<file path="config.mk">
export PLATFORM = sky130hd
export DESIGN_NAME = caliptra_prim_lc_seq_ctrl
export DESIGN_NICKNAME = d
export VERILOG_FILES = /design/src/rtl/caliptra_prim_lc_seq_ctrl.sv
export SDC_FILE = /design/constraint.sdc
export NUM_CORES = 1
export LEC_CHECK = 0
export BUFFER_PORTS_ARGS = -buffer_cell sky130_fd_sc_hd__buf_2
export CORE_ASPECT_RATIO = 0.6
export CORE_MARGIN = 10
export CORE_UTILIZATION = 48
export DETAILED_ROUTE_END_ITERATION = 12
export PLACE_DENSITY = 0.83
export SYNTH_ARGS = -nofsm -noshare
export SYNTH_HDL_FRONTEND = slang
export SYNTH_SLANG_ARGS = --single-unit
export TNS_END_PERCENT = 50
</file>
<file path="constraint.sdc">
create_clock -name clk_i -period 2 [get_ports clk_i]
set_input_delay 0.4 -clock clk_i [delete_from_list [all_inputs] [get_ports clk_i]]
set_output_delay 0.4 -clock clk_i [all_outputs]
set_load 0.01 [all_outputs]
</file>
<file path="src/rtl/caliptra_prim_lc_seq_ctrl.sv">
// caliptra_prim_lc_seq_ctrl: staged life-cycle enable sequencer.
// One lc_tx_t request is fanned out to NumStages lc_tx_t enables. On power-up
// the stages turn On in ascending order. Each stage waits for its own ack plus
// GapCycles idle cycles before the next stage turns On. On power-down the
// stages turn Off in descending order, one per cycle. An invalid request
// encoding forces every stage Off and sets a sticky error that only reset clears.
// Optional macro CALIPTRA_PRIM_LC_SEQ_TIMEOUT_EN adds an ack timeout. When the
// timeout expires, the block enters the error state.
module caliptra_prim_lc_seq_ctrl #(
  parameter int NumStages     = 3,
  parameter int GapCycles     = 2,
  parameter int TimeoutCycles = 8
) (
  input  logic                     clk_i,
  input  logic                     rst_i,
  input  logic [3:0]               lc_en_i,
  input  logic [NumStages*4-1:0]   lc_ack_i,
  output logic [NumStages*4-1:0]   lc_en_o,
  output logic                     busy_o,
  output logic                     done_o,
  output logic                     err_o
);

  localparam int IdxW = $clog2(NumStages);

  localparam logic [3:0] LcOn  = 4'b0101;
  localparam logic [3:0] LcOff = 4'b1010;

  localparam logic [2:0] StIdle     = 3'd0;
  localparam logic [2:0] StWaitAck  = 3'd1;
  localparam logic [2:0] StGap      = 3'd2;
  localparam logic [2:0] StActive   = 3'd3;
  localparam logic [2:0] StTeardown = 3'd4;
  localparam logic [2:0] StError    = 3'd5;

  localparam logic [IdxW-1:0] LastIdx = IdxW'(NumStages - 1);
  localparam logic [7:0]      GapLoad = 8'(GapCycles);

  // Reject out-of-range configurations at elaboration time.
  if (NumStages < 2 || NumStages > 8) begin : g_bad_num_stages
    $error("NumStages must be in 2..8");
  end
  if (GapCycles < 0 || GapCycles > 255) begin : g_bad_gap_cycles
    $error("GapCycles must be in 0..255");
  end
  if (TimeoutCycles < 1 || TimeoutCycles > 255) begin : g_bad_timeout_cycles
    $error("TimeoutCycles must be in 1..255");
  end

  logic [2:0]           state_reg, state_next;
  logic [IdxW-1:0]      idx_reg, idx_next, idx_plus;
  logic [7:0]           gap_cnt_reg, gap_cnt_next;
  logic [NumStages*4-1:0] lc_en_reg;
  logic [NumStages-1:0] stage_on, stage_next, ack_on;
  logic                 busy_reg, done_reg, err_reg;
  logic                 en_on, en_off, en_bad, step_down;
`ifdef CALIPTRA_PRIM_LC_SEQ_TIMEOUT_EN
  localparam logic [7:0] TimeoutLoad = 8'(TimeoutCycles);
  logic [7:0]           to_cnt_reg, to_cnt_next;
  logic                 timeout_hit;
`endif

  // Decode every multibit input as a full 4-bit compare.
  assign en_on    = (lc_en_i == LcOn);
  assign en_off   = (lc_en_i == LcOff);
  assign en_bad   = !en_on && !en_off;
  assign idx_plus = idx_reg + IdxW'(1);

  // The request Off signal starts the descending shutdown from any ramping or active state.
  assign step_down = (state_reg == StTeardown) ||
                     (en_off && ((state_reg == StWaitAck) || (state_reg == StGap) ||
                                 (state_reg == StActive)));

`ifdef CALIPTRA_PRIM_LC_SEQ_TIMEOUT_EN
  assign timeout_hit = (state_reg == StWaitAck) && (to_cnt_reg == 8'd1);
`endif

  for (genvar gi = 0; gi < NumStages; gi++) begin : g_stage
    assign stage_on[gi] = (lc_en_reg[gi*4 +: 4] == LcOn);
    assign ack_on[gi]   = (lc_ack_i[gi*4 +: 4] == LcOn);

    // Each stage register holds only the On or Off encoding.
    always_ff @(posedge clk_i) begin
      if (rst_i) begin
        lc_en_reg[gi*4 +: 4] <= LcOff;
      end else begin
        lc_en_reg[gi*4 +: 4] <= stage_next[gi] ? LcOn : LcOff;
      end
    end
  end

  // Next-state logic. Priority is: invalid request, timeout, request Off, then ack or gap progress.
  always_comb begin
    state_next   = state_reg;
    idx_next     = idx_reg;
    gap_cnt_next = gap_cnt_reg;
    stage_next   = stage_on;
`ifdef CALIPTRA_PRIM_LC_SEQ_TIMEOUT_EN
    to_cnt_next  = 8'd0;
`endif
    if (state_reg == StError) begin
      stage_next = '0;
    end else if (en_bad) begin
      stage_next = '0;
      state_next = StError;
`ifdef CALIPTRA_PRIM_LC_SEQ_TIMEOUT_EN
    end else if (timeout_hit) begin
      stage_next = '0;
      state_next = StError;
`endif
    end else if (step_down) begin
      // Drop the highest asserted stage. Return to Idle once stage 0 is dropped.
      stage_next[idx_reg] = 1'b0;
      gap_cnt_next        = 8'd0;
      if (idx_reg == '0) begin
        state_next = StIdle;
      end else begin
        idx_next   = idx_reg - IdxW'(1);
        state_next = StTeardown;
      end
    end else begin
      case (state_reg)
        StIdle: begin
          if (en_on) begin
            stage_next[0] = 1'b1;
            idx_next      = '0;
            state_next    = StWaitAck;
`ifdef CALIPTRA_PRIM_LC_SEQ_TIMEOUT_EN
            to_cnt_next   = TimeoutLoad;
`endif
          end
        end
        StWaitAck: begin
          if (ack_on[idx_reg]) begin
            if (idx_reg == LastIdx) begin
              state_next = StActive;
            end else if (GapLoad == 8'd0) begin
              stage_next[idx_plus] = 1'b1;
              idx_next             = idx_plus;
`ifdef CALIPTRA_PRIM_LC_SEQ_TIMEOUT_EN
              to_cnt_next          = TimeoutLoad;
`endif
            end else begin
              gap_cnt_next = GapLoad;
              state_next   = StGap;
            end
          end else begin
`ifdef CALIPTRA_PRIM_LC_SEQ_TIMEOUT_EN
            to_cnt_next = to_cnt_reg - 8'd1;
`endif
          end
        end
        StGap: begin
          if (gap_cnt_reg == 8'd1) begin
            stage_next[idx_plus] = 1'b1;
            idx_next             = idx_plus;
            gap_cnt_next         = 8'd0;
            state_next           = StWaitAck;
`ifdef CALIPTRA_PRIM_LC_SEQ_TIMEOUT_EN
            to_cnt_next          = TimeoutLoad;
`endif
          end else begin
            gap_cnt_next = gap_cnt_reg - 8'd1;
          end
        end
        default: ;
      endcase
    end
  end

  // State, counters, and flop-driven status outputs.
  always_ff @(posedge clk_i) begin
    if (rst_i) begin
      state_reg   <= StIdle;
      idx_reg     <= '0;
      gap_cnt_reg <= 8'd0;
      busy_reg    <= 1'b0;
      done_reg    <= 1'b0;
      err_reg     <= 1'b0;
    end else begin
      state_reg   <= state_next;
      idx_reg     <= idx_next;
      gap_cnt_reg <= gap_cnt_next;
      busy_reg    <= (state_next == StWaitAck) || (state_next == StGap) ||
                     (state_next == StTeardown);
      done_reg    <= (state_next == StActive);
      err_reg     <= (state_next == StError);
    end
  end

`ifdef CALIPTRA_PRIM_LC_SEQ_TIMEOUT_EN
  // Ack timeout counter. It is reloaded whenever a new stage starts waiting.
  always_ff @(posedge clk_i) begin
    if (rst_i) begin
      to_cnt_reg <= 8'd0;
    end else begin
      to_cnt_reg <= to_cnt_next;
    end
  end
`endif

  assign lc_en_o = lc_en_reg;
  assign busy_o  = busy_reg;
  assign done_o  = done_reg;
  assign err_o   = err_reg;

endmodule

</file>
Yosys cells after proc, flatten, opt, wreduce, memory -nomap -nowiden
Index checks and enable logic that the tools add are counted.

Register bits: 28. Bits of input ports: 18. Output and inout bits: 15. Word-level logic and storage cells: 98.

Add/subtract/negate cells: 3. Magnitude comparators: 4. Equality and inequality tests: 25. Multiplexer cells: 35. Bitwise gates (word level): 5. Reductions and logical operators: 17.

Operators with widths (number): two-way mux 3 bit (11); two-way mux 8 bit (4); == test 4 x 3 -> 1 bit (second input constant) (7); one-hot mux 8 bit (2 select lines) (1); == test 3 x 2 -> 1 bit (second input constant) (4); == test 3 bit (second input constant) (4); two-way mux 4 bit (3); two-way mux 2 bit (5); one-hot mux 3 bit (3 select lines) (1); == test 8 x 1 -> 1 bit (second input constant) (1); subtractor 8 x 1 -> 8 bit (second input constant) (1); == test 3 x 1 -> 1 bit (second input constant) (2); less-than comparator 2 x 3 -> 1 bit (second input constant) (2); inequality test 3 x 2 -> 1 bit (second input constant) (2); inequality test 3 bit (second input constant) (2); AND reduction 6 bit (1); nonzero test 3 bit (2); logical OR 1 bit (5); two-way mux 1 bit (5); AND reduction 5 bit (1); demux 1 bit (select 2 bit) (2); == test 4 bit (second input constant) (1); >= comparator 2 x 1 -> 1 bit (second input constant) (2); logical AND 1 bit (4); other kinds (14) (16).

Longest topological paths before layout
Gate-level depths: netlist (run 1).

Word-level depth: 12. Depth in mapped cells: 8. Mapped depth without buffers: 8.

Least setup slack after synthesis (run 1)
No wires, ideal clock.

Kind: register -> register. Start: register gap_cnt_reg[1]. End: register busy_reg, in the netlist busy_o. Library setup time: 122 ps. Data arrival time: 1775 ps. Required time: 1878 ps. Path slack: 103 ps. Cell stages (with the launch flop): 9. Buffers on the path: 0. Period minus slack after synthesis: 1897 ps. Path through: dfxtp_1 > inv_1 > ha_1 > nor4b_1 > nand4_1 > a31oi_1 > a311o_1 > o2111a_1 > a311o_1.

Word-level cells in the longest chain between the ends: 9. Elaborated cells between the ends (all ways): 11. Classes of those cells: eq/ne (4); mux (5); reduce/logical (2).

RTL lines: start: declaration (RTL line 52) `logic [7:0] gap_cnt_reg, gap_cnt_next;`; start signal: assignment (RTL line 183) `gap_cnt_reg <= gap_cnt_next;`; == test 8 x 1 -> 1 bit * (RTL line 154) `if (gap_cnt_reg == 8'd1) begin`; two-way mux 3 bit * (RTL line 154); one-hot mux 3 bit (3 select lines) * (RTL line 122) `case (state_reg)`; two-way mux 3 bit * (RTL line 111) `end else if (step_down) begin`; two-way mux 3 bit * (RTL line 103) `end else if (en_bad) begin`; two-way mux 3 bit * (RTL line 101) `if (state_reg == StError) begin`; == test 3 x 1 -> 1 bit / == test 3 x 2 -> 1 bit (equally long branches) (RTL line 184) `busy_reg <= (state_next == StWaitAck) || (state_next == StGap) ||`; logical OR 1 bit (RTL line 184); logical OR 1 bit * (RTL line 184); end signal: assignment (RTL line 184); end: declaration (RTL line 55) `logic busy_reg, done_reg, err_reg;`.

Every way passes the cells marked *; elsewhere a longest branch is shown, timed or not. A chain may end at the register's enable or synchronous reset.

Worst setup path in the final report (run 1)
Start: register idx_reg[0]. End: register idx_reg[0].

Word-level cells in the longest chain between the ends: 4. Elaborated cells between the ends (all ways): 9. Classes of those cells: add/sub (2); eq/ne (1); mux (4); reduce/logical (2).

RTL lines: start: declaration (RTL line 51) `logic [IdxW-1:0] idx_reg, idx_next, idx_plus;`; start signal: assignment (RTL line 182) `idx_reg <= idx_next;`; adder 2 x 1 -> 2 bit (RTL line 67) `assign idx_plus = idx_reg + IdxW'(1);`; two-way mux 2 bit (RTL line 154); one-hot mux 2 bit (2 select lines) (RTL line 122); two-way mux 2 bit (RTL line 111).

Parallel ways exist; a longest one is shown, timed or not. The select of a mux whose other input is x is not followed.

==> results_dict.tcl, run 1 <==
set metrics [dict create \
    outcome "finished clean" \
    grt_pass1_vias 1368 \
    drv_cap 0 \
    worstPathMaxFanout 7 \
    rr_startpoint "idx_reg[0]" \
    cts_buffers 3 \
    synth_top_cell_area_share_pct 29.73 \
    track_usage_pct 12.75 \
    globalRouteOverflowTotal 0 \
    whs_ns 0.4861 \
    netlist_top_cells_area "dfxtp_1 (30%), a21oi_1 (7.8%), ha_1 (5.1%)" \
    fin_worst_skew_ns 0.002782 \
    synth_top_flop_cell "dfxtp_1" \
    clock_sinks 22 \
    area_growth_pct 23.99 \
    grt_pass1_wl_mm 6.361 \
    netlist_area_sq_um 1481 \
    r2r_slack_ns 0.05 \
    port-buffer-count 32 \
    cpMaxStageDelayCell "dfxtp_1" \
    p_per_area_nw_per_um2 544.9 \
    crit_path_frequent_cell "a21oi_1" \
    drive_gt1_share_pct 31.22 \
    grt_max_degree 16 \
    drt-total-wl_mm 3.932 \
    period_minus_slack_ns 1.952 \
    synth_cell_types 51 \
    holdBufCountCts 0 \
    min_period_over_period_pct 97.59 \
    holdPathStages 2 \
    worstHoldStart "rst_i" \
    drt_iter0_drc 191 \
    yosys_warnings 0 \
    die_w_um 91.72 \
    largest_reg_flops 8 \
    cp.required_ns 2.15 \
    reg2reg_depth 8 \
    slew_headroom_pct 59.86 \
    cts-root-buf "clkbuf_8" \
    crit_path_end_kind "register" \
    ant_nets 0 \
    tns_ns 0 \
    power.static_leakage_nw 0.7373 \
    final_cells 263 \
    drc 0 \
    placementRows 15 \
    dpl.cell_count 259 \
    critPathKind "register to register" \
    via_per_inst 5.703 \
    layout_common_cells "buf_2 (32), a21oi_1 (23), dfxtp_1 (20)" \
    cp-startpoint "idx_reg[0]" \
    min_to "state_reg[0]" \
    antenna_found_initial 0 \
    routed-via-count 1500 \
    setup_viol 0 \
    r2r_end "idx_reg[0]" \
    drv_slew 0 \
    initial_core_util_pct 50.92 \
    layout_commonest_cell "buf_2" \
    post-route-cell-area_sq_um 1837 \
    arrival_ns 2.10 \
    wl_per_cell_um 14.95 \
    ctsHtreeMaxLevel 1 \
    synthesis.nets 204 \
    yosysSeqAreaShare_pct 29.73 \
    syn_inst 180 \
    synth-edff-count 0 \
    clk_pin_slew_ns 0.08 \
    synth-seq-cells 22 \
    clock.fmax_mhz 512.4 \
    syn_area_per_cell_sq_um 8.230 \
    async_flop_share_pct 0 \
    routabilityCongestion 0.9016 \
    layout.nets 246 \
    dpl_cell_area_sq_um 1737 \
    crit_path_cell_trace "inv_1, ha_2, a21oi_1, o211ai_1, a21oi_1, o21ai_1, mux2i_1, nor2_1" \
    ir_drop_mv 0.3059 \
    diodes 0 \
    io_pins 33 \
    worst_pin_slew_ns 0.5958 \
    cts_max_path_buffers 2 \
    synth_top_cell_by_area "dfxtp_1" \
    dieArea_sq_um 5781 \
    core_area_sq_um 2909 \
    start_kind "register" \
    slowest_delay_ns 0.37 \
    die_h_um 63.03 \
    min_path_type "input pin to register" \
    cts_tree "yes" \
    hold_viol 0 \
    postCtsSetupBuffers 0 \
    dr.pass1.iters 5 \
    clk_latency_ns 0.26 \
    hpwl_mm 2.995 \
]
## worst max-delay path by stage
stage	end	slack, ns	cells past startpoint
global placement	gap_cnt_reg[6]	0.009	8
detailed placement	gap_cnt_reg[6]	-0.05	8
finish	idx_reg[0]	0.05	8
global route	idx_reg[0]	-0.06	8
floorplan	busy_o	0.10	8
CTS	busy_o	0.02	8
## layer usage
metal / vias to the layer above / GRT usage, % / part of all wire [%]
li1: 737 / - / -
met1: 683 / 19.11 / 51
met2: 76 / 16.43 / 40
met3: 4 / 4.916 / 8.4
met4: 0 / 1.916 / 1.0
met5: - / 0 / 0
## what timing repair did
item,4_1_cts,5_1_grt
resized for setup,1,6
pin swaps,1,2
setup endpoints to repair,3,5
hold endpoints to repair,0,0
## through the flow
step | util (%) | power [W] | setup WS [ns]
finish | 63.14 | 0.001001 | 0.04826
global route | 63.14 | 0.001045 | -0.06415
CTS | 62.37 | 0.001006 | 0.02442
detailed placement | 59.70 | 0.0005872 | -0.05301
global placement | 59.70 | 0.0005858 | 0.008667
floorplan | - | 0.0005361 | 0.1033
## synth_stat cells, types with 2 or more instances
master / number
nand3_1: 8
clkbuf_1: 2
mux2i_1: 2
a21o_1: 2
and4bb_1: 2
nand3b_1: 3
inv_1: 7
a21boi_1: 2
nand4_1: 3
o21ai_1: 2
ha_1: 6
buf_6: 2
nor2b_1: 3
nor3_1: 7
nand2_1: 13
nor2_1: 17
or2_1: 2
dfxtp_1: 22
nand2b_1: 3
a311o_1: 3
a21oi_1: 23
buf_4: 7
o21ai_0: 9
buf_2: 2
nor4_1: 2
## cells by family after synthesis
logic type | count (synthesis) | share of synthesized area [%]
DFF | 22 | 29.73
adders and majority gates | 6 | 5.067
buffers and inverters | 20 | 8.024
and+or+nand+nor | 78 | 33.62
muxes | 2 | 1.351
AOI/OAI and AO/OA | 52 | 22.21
## cell type report
| cell class | count | area, sq um |
|---|---|---|
| fillers | 246 | 1072 |
| repair buffers | 50 | 295.3 |
| flip-flops and latches | 22 | 442.9 |
| multi-input cells | 138 | 948.4 |
| clock buffers | 3 | 41.29 |
| clock inverters | 1 | 30.03 |
| inverters | 7 | 26.28 |
| well taps | 42 | 52.55 |
## critical path: cells and delay by family (launching register included)
| kind | cells | cell delay [ns] |
|---|---|---|
| AOI/OAI and AO/OA | 4 | 0.70 |
| buffers and inverters | 1 | 0.16 |
| DFF | 1 | 0.37 |
| muxes | 1 | 0.28 |
| adders and majority gates | 1 | 0.27 |
| and+or+nand+nor | 1 | 0.06 |
## where the power goes
group          switching [W]  leakage (nW)  internal, W
logic              0.0000691         0.523    0.0000592
registers         0.00000893         0.179     0.000445
clock network       0.000152        0.0357     0.000267
total               0.000230         0.737     0.000771
No activity file was read; power rests on OpenSTA's default activity.
==> run 2, diff against run 1 <==
--- a/config.mk
+++ b/config.mk
@@ -8,9 +8,10 @@
 export BUFFER_PORTS_ARGS = -buffer_cell sky130_fd_sc_hd__buf_2
 export CORE_ASPECT_RATIO = 0.6
 export CORE_MARGIN = 10
-export CORE_UTILIZATION = 48
+export CORE_UTILIZATION = 53
 export DETAILED_ROUTE_END_ITERATION = 12
-export PLACE_DENSITY = 0.83
+export PLACE_DENSITY = 0.86
+export SLEW_MARGIN = 20
 export SYNTH_ARGS = -nofsm -noshare
 export SYNTH_HDL_FRONTEND = slang
 export SYNTH_SLANG_ARGS = --single-unit
==> constraint.sdc (replaced) <==
create_clock -name clk_i -period 1.8 [get_ports clk_i]
set_input_delay 0.36 -clock clk_i [delete_from_list [all_inputs] [get_ports clk_i]]
set_output_delay 0.36 -clock clk_i [all_outputs]
set_load 0.01 [all_outputs]
==> run 2 against run 1 <==
The run now ends with setup timing left. Fmax fell by 0.73%. Design area rose by 13%. Hold slack worse by 0.042 ns. Sequential share of layout area decreased by 2.5 points. Flip-flop and latch count stayed put. Total power increased by 16%. First-iteration DRC count grew 63%. Die area shrank 7.0%. Global-route usage grew 6.7 points. Register-to-register slack got worse by 0.21 ns. Critical path type unchanged. Critical endpoint is now busy_o. Largest cell class unchanged. Largest power group unchanged. Highest routed layer unchanged.
==> results_dict.tcl, run 2 (same netlist as run 1, synthesis figures left out) <==
set metrics [dict create \
    outcome "finished with violations" \
    violations "setup timing" \
    drive_gt1_share_pct 43.93 \
    die_h_um 60.95 \
    grt_pass1_vias 1722 \
    holdPathStages 2 \
    min_period_over_period_pct 109.2 \
    ant_nets 0 \
    drt-total-wl_mm 5.777 \
    ctsHtreeMaxLevel 1 \
    cts_buffers 3 \
    placementRows 14 \
    cts-root-buf "clkbuf_8" \
    crit_path_end_kind "register" \
    port-buffer-count 32 \
    setup_viol 7 \
    arrival_ns 2.18 \
    hpwl_mm 3.841 \
    clock_sinks 22 \
    ir_drop_mv 0.5661 \
    min_path_type "input pin to register" \
    largest_reg_flops 8 \
    clk_pin_slew_ns 0.09 \
    rsz0062_at_grt "true" \
    r2r_end "busy_o" \
    hold_viol 0 \
    routabilityCongestion 0.9488 \
    grt_max_degree 16 \
    period_minus_slack_ns 1.966 \
    globalRouteOverflowTotal 0 \
    dr.pass1.iters 5 \
    io_pins 33 \
    min_to "state_reg[0]" \
    routed-via-count 1816 \
    diodes 0 \
    power.static_leakage_nw 0.8449 \
    layout_common_cells "buf_2 (32), buf_4 (32), a21oi_1 (22)" \
    area_growth_pct 39.53 \
    core_area_sq_um 2592 \
    critPathKind "register to register" \
    antenna_found_initial 0 \
    wl_per_cell_um 21.32 \
    worstPathMaxFanout 3 \
    cts_tree "yes" \
    track_usage_pct 19.44 \
    pre_cts_ws_ns -0.2055 \
    drv_cap 0 \
    layout.nets 264 \
    grt_pass1_wl_mm 8.266 \
    cp.required_ns 2.02 \
    final_cells 271 \
    finish.utilization_pct 79.73 \
    slew_headroom_pct 62.71 \
    fill_cells 154 \
    r2r_slack_ns -0.17 \
    drt_iter0_drc 311 \
    dieArea_sq_um 5379 \
    reg2reg_depth 10 \
    drv_slew 0 \
    setup_slack_ns -0.1661 \
    p_per_area_nw_per_um2 563.3 \
    drc 0 \
    fin_worst_skew_ns 0.001445 \
    cts_max_path_buffers 2 \
    initial_core_util_pct 57.14 \
    holdBufCountCts 0 \
    p_total_w 0.001164 \
    rr_startpoint "gap_cnt_reg[1]" \
    start_kind "register" \
    clk_latency_ns 0.27 \
    dpl.cell_count 262 \
    worstHoldStart "rst_i" \
    via_per_inst 6.701 \
    clock.fmax_mhz 508.6 \
    die_w_um 88.26 \
    worst_pin_slew_ns 0.5535 \
]
==> run 2: how the worst max path moves through the flow <==
stage,from,endpoint,slack [ns],cells after the start
2_1_floorplan,lc_en_i[2],busy_o,0.01,7
3_3_place_gp,lc_en_i[2],busy_o,-0.09,6
3_5_place_dp,lc_en_i[2],busy_o,-0.21,8
4_1_cts,gap_cnt_reg[1],busy_o,-0.10,9
5_1_grt,gap_cnt_reg[1],busy_o,-0.24,9
6_report,gap_cnt_reg[1],busy_o,-0.17,10
==> run 2: final cells by class <==
cell class | instances | area, sq um | share of cell area, %
Clock buffer | 3 | 41.29 | 1.998
Clock inverter | 1 | 30.03 | 1.453
Inverter | 7 | 26.28 | 1.271
Multi-Input combinational cell | 138 | 1037 | 50.18
Sequential cell | 22 | 446.7 | 21.61
Tap cell | 32 | 40.04 | 1.937
Timing Repair Buffer | 68 | 445.4 | 21.55
==> run 2: report_power, final <==
part           switching [W]  internal (W)  total, W  leakage (nW)
Combinational       0.000101     0.0000761  0.000178         0.629
Clock               0.000184      0.000298  0.000482        0.0357
Sequential         0.0000113      0.000493  0.000505         0.180
Total               0.000297      0.000867   0.00116         0.845
==> run 2: repair_timing <==
item | CTS | global route
buffers inserted | 3 | 3
setup endpoints to repair | 8 | 15
hold endpoints to repair | 0 | 0
gates resized for setup | 10 | 18
pin swaps | 7 | 6
==> run 2: through the flow <==
step	setup TNS [ns]	hold slack (ns)	cell area [sq um]
CTS	-0.1582	0.4405	1978
global placement	-0.3882	0.4956	1841
floorplan	0	0.4291	1500
finish	-0.6092	0.4444	2067
detailed placement	-1.428	0.5257	1841
global route	-1.185	0.4500	2067
==> run 2: critical path, stage by stage, from the launching register on <==
cell and delay (ns):
dfxtp_2 0.34, inv_2 0.05, ha_4 0.17, nor4b_4 0.13, buf_4 0.14, and2_4 0.16, a22oi_2 0.21, o31ai_4 0.13
buf_6 0.14, nor4_2 0.25, a311o_1 0.18
==> run 2: routing by layer <==
metal | wire (um) | track usage [%] | vias up | share of wire, %
met2 | 2487 | 31.77 | 158 | 43
met4 | 355 | 8.467 | 0 | 6.1
met3 | 729 | 6.551 | 54 | 13
met1 | 2205 | 23.07 | 833 | 38
met5 | 0 | 0 | - | 0
li1 | - | - | 771 | -
==> run 3, diff against run 2 <==
--- a/config.mk
+++ b/config.mk
@@ -7,11 +7,11 @@
 export LEC_CHECK = 0
 export BUFFER_PORTS_ARGS = -buffer_cell sky130_fd_sc_hd__buf_2
 export CORE_ASPECT_RATIO = 0.6
-export CORE_MARGIN = 10
-export CORE_UTILIZATION = 53
+export CORE_MARGIN = 2
+export CORE_UTILIZATION = 40
 export DETAILED_ROUTE_END_ITERATION = 12
-export PLACE_DENSITY = 0.86
-export SLEW_MARGIN = 20
+export PLACE_DENSITY = 0.7
+export SLEW_MARGIN = 25
 export SYNTH_ARGS = -nofsm -noshare
 export SYNTH_HDL_FRONTEND = slang
 export SYNTH_SLANG_ARGS = --single-unit
==> run 3 against run 2 <==
Clock skew increased by 0.0031 ns. Routed wire length decreased by 31%. The run still ends with setup timing left. Via count decreased by 17%. Highest routed layer unchanged. Combinational power decreased by 3%. Largest cell class unchanged. Cell count increased by 5.9%. Clock power decreased by 23%. Critical endpoint unchanged. Flip-flop and latch count unchanged. Fmax increased by 8.0%.
==> results_dict.tcl, run 3 (same netlist as run 1, synthesis figures left out) <==
set metrics [dict create \
    layout_common_cells "buf_4 (35), buf_2 (32), a21oi_1 (22)" \
    cts_buffers 3 \
    holdBufCountCts 0 \
    die_w_um 82.57 \
    p_per_area_nw_per_um2 513.4 \
    ant_nets 0 \
    grt_max_degree 17 \
    tns_ns -0.03850 \
    cpMaxStageDelayCell "dfxtp_2" \
    wl_per_cell_um 13.79 \
    arrival_ns 1.99 \
    port-buffer-count 32 \
    drive_gt1_share_pct 41.67 \
    slew_headroom_pct 75.53 \
    cts_max_path_buffers 2 \
    via_per_inst 5.223 \
    track_usage_pct 20.65 \
    crit_path_frequent_cell "a311o_1" \
    setup_slack_ns -0.02127 \
    placementRows 17 \
    worstPathMaxFanout 3 \
    cts_tree "yes" \
    crit_family "compound AO/OA/AOI/OAI gates" \
    diodes 0 \
    ctsHtreeMaxLevel 1 \
    antenna_found_initial 0 \
    dr.pass1.iters 4 \
    worst_pin_slew_ns 0.3637 \
    critPathKind "register to register" \
    whs_ns 0.4880 \
    crit_path_cell_trace "inv_2, ha_4, nor4b_4, nand4_1, a31oi_1, a311o_1, buf_4, nor4_1, a311o_1" \
    min_path_type "input pin to register" \
    routed-via-count 1499 \
    drv_slew 0 \
    core_area_sq_um 3616 \
    layout.nets 265 \
    period_minus_slack_ns 1.821 \
    drt-total-wl_mm 3.959 \
    slowest_delay_ns 0.33 \
    postCtsSetupBuffers 0 \
    drt_iter0_drc 124 \
    clk_latency_ns 0.27 \
    globalRouteOverflowTotal 0 \
    min_period_over_period_pct 101.2 \
    io_pins 33 \
    rsz0062_at_grt "true" \
    drv_cap 0 \
    outcome "finished with violations" \
    violations "setup timing" \
    fin_worst_skew_ns 0.004593 \
    cp.required_ns 1.96 \
    layout_commonest_cell "buf_4" \
    routabilityCongestion 0.8964 \
    crit_path_end_kind "register" \
    grt_pass1_wl_mm 6.541 \
    start_kind "register" \
    dieArea_sq_um 4222 \
    initial_core_util_pct 40.97 \
    drc 0 \
    hpwl_mm 3.010 \
    hold_viol 0 \
    cts-root-buf "clkbuf_8" \
    grt_pass1_vias 1340 \
    ir_drop_mv 0.3297 \
    largest_reg_flops 8 \
    clock_sinks 22 \
    clk_pin_slew_ns 0.08 \
    path_buf_inv 2 \
    setup_viol 2 \
    clock.fmax_mhz 549.1 \
    die_h_um 51.14 \
    power.static_leakage_nw 0.8311 \
    area_growth_pct 37.25 \
]
## run 3: changes by cell type in the layout (fill, tap and decap cells not counted), sizes merged
cell | before | now
bufinv | 1 | 0
buf | 68 | 69
clkbuf | 3 | 4
## run 3: final timing paths
path                                  endpoint  slack (ns)      startpoint  cells after the start
worst max-delay path                    busy_o       -0.02  gap_cnt_reg[1]                      9
worst min-delay path            gap_cnt_reg[4]        0.49           rst_i                      3
worst max register to register          busy_o       -0.02  gap_cnt_reg[1]                      9
worst min register to register      lc_en_o[2]        0.53      lc_en_o[2]                      2
## run 3: routing by layer
layer  vias to the layer above  track usage, %  routed length, um
met2                        50           26.61               1489
met3                         4           5.124                274
met1                       665           33.08               2163
met4                         0           5.191                 31
li1                        780               -                  -
met5                         -               0                  0
## run 3: through the flow
step / power (W) / util (%) / cell area, sq um / instances / setup slack, ns
2_1_floorplan: 0.0005960 / - / 1500 / 180 / 0.01175
3_3_place_gp: 0.0006743 / 53.36 / 1929 / 283 / -0.1149
3_5_place_dp: 0.0006757 / 53.36 / 1929 / 283 / -0.1430
4_1_cts: 0.001044 / 55.40 / 2003 / 287 / -0.02073
5_1_grt: 0.001085 / 56.23 / 2033 / 287 / -0.1632
6_report: 0.001044 / 56.23 / 2033 / 287 / -0.02127
## run 3: power breakdown
| part | internal, W | leakage [nW] | total, W | switching (W) |
|---|---|---|---|---|
| registers | 0.000494 | 0.180 | 0.000502 | 0.00000850 |
| logic | 0.0000848 | 0.622 | 0.000172 | 0.0000868 |
| clock network | 0.000196 | 0.0288 | 0.000370 | 0.000174 |
| total | 0.000774 | 0.831 | 0.00104 | 0.000269 |
## run 3: final cells by class
type	count	area, sq um
Timing Repair Buffer	69	462.9
Multi-Input combinational cell	138	984.7
Clock buffer	4	55.05
Inverter	7	26.28
Tap cell	47	58.81
Sequential cell	22	445.4
Fill cell	328	1583
## run 3: timing repair
action                                  CTS  global route
pin swaps                                 6             7
endpoints found under the setup margin    1            16
gates cloned                              0             0
gates resized for setup                   4            11
## run 3: worst register-to-register path: stages, from the launching register on
cell     delay [ns]
dfxtp_2        0.33
inv_2          0.08
ha_4           0.13
nor4b_4        0.24
nand4_1        0.13
a31oi_1        0.14
a311o_1        0.19
buf_4          0.13
nor4_1         0.04
a311o_1        0.30
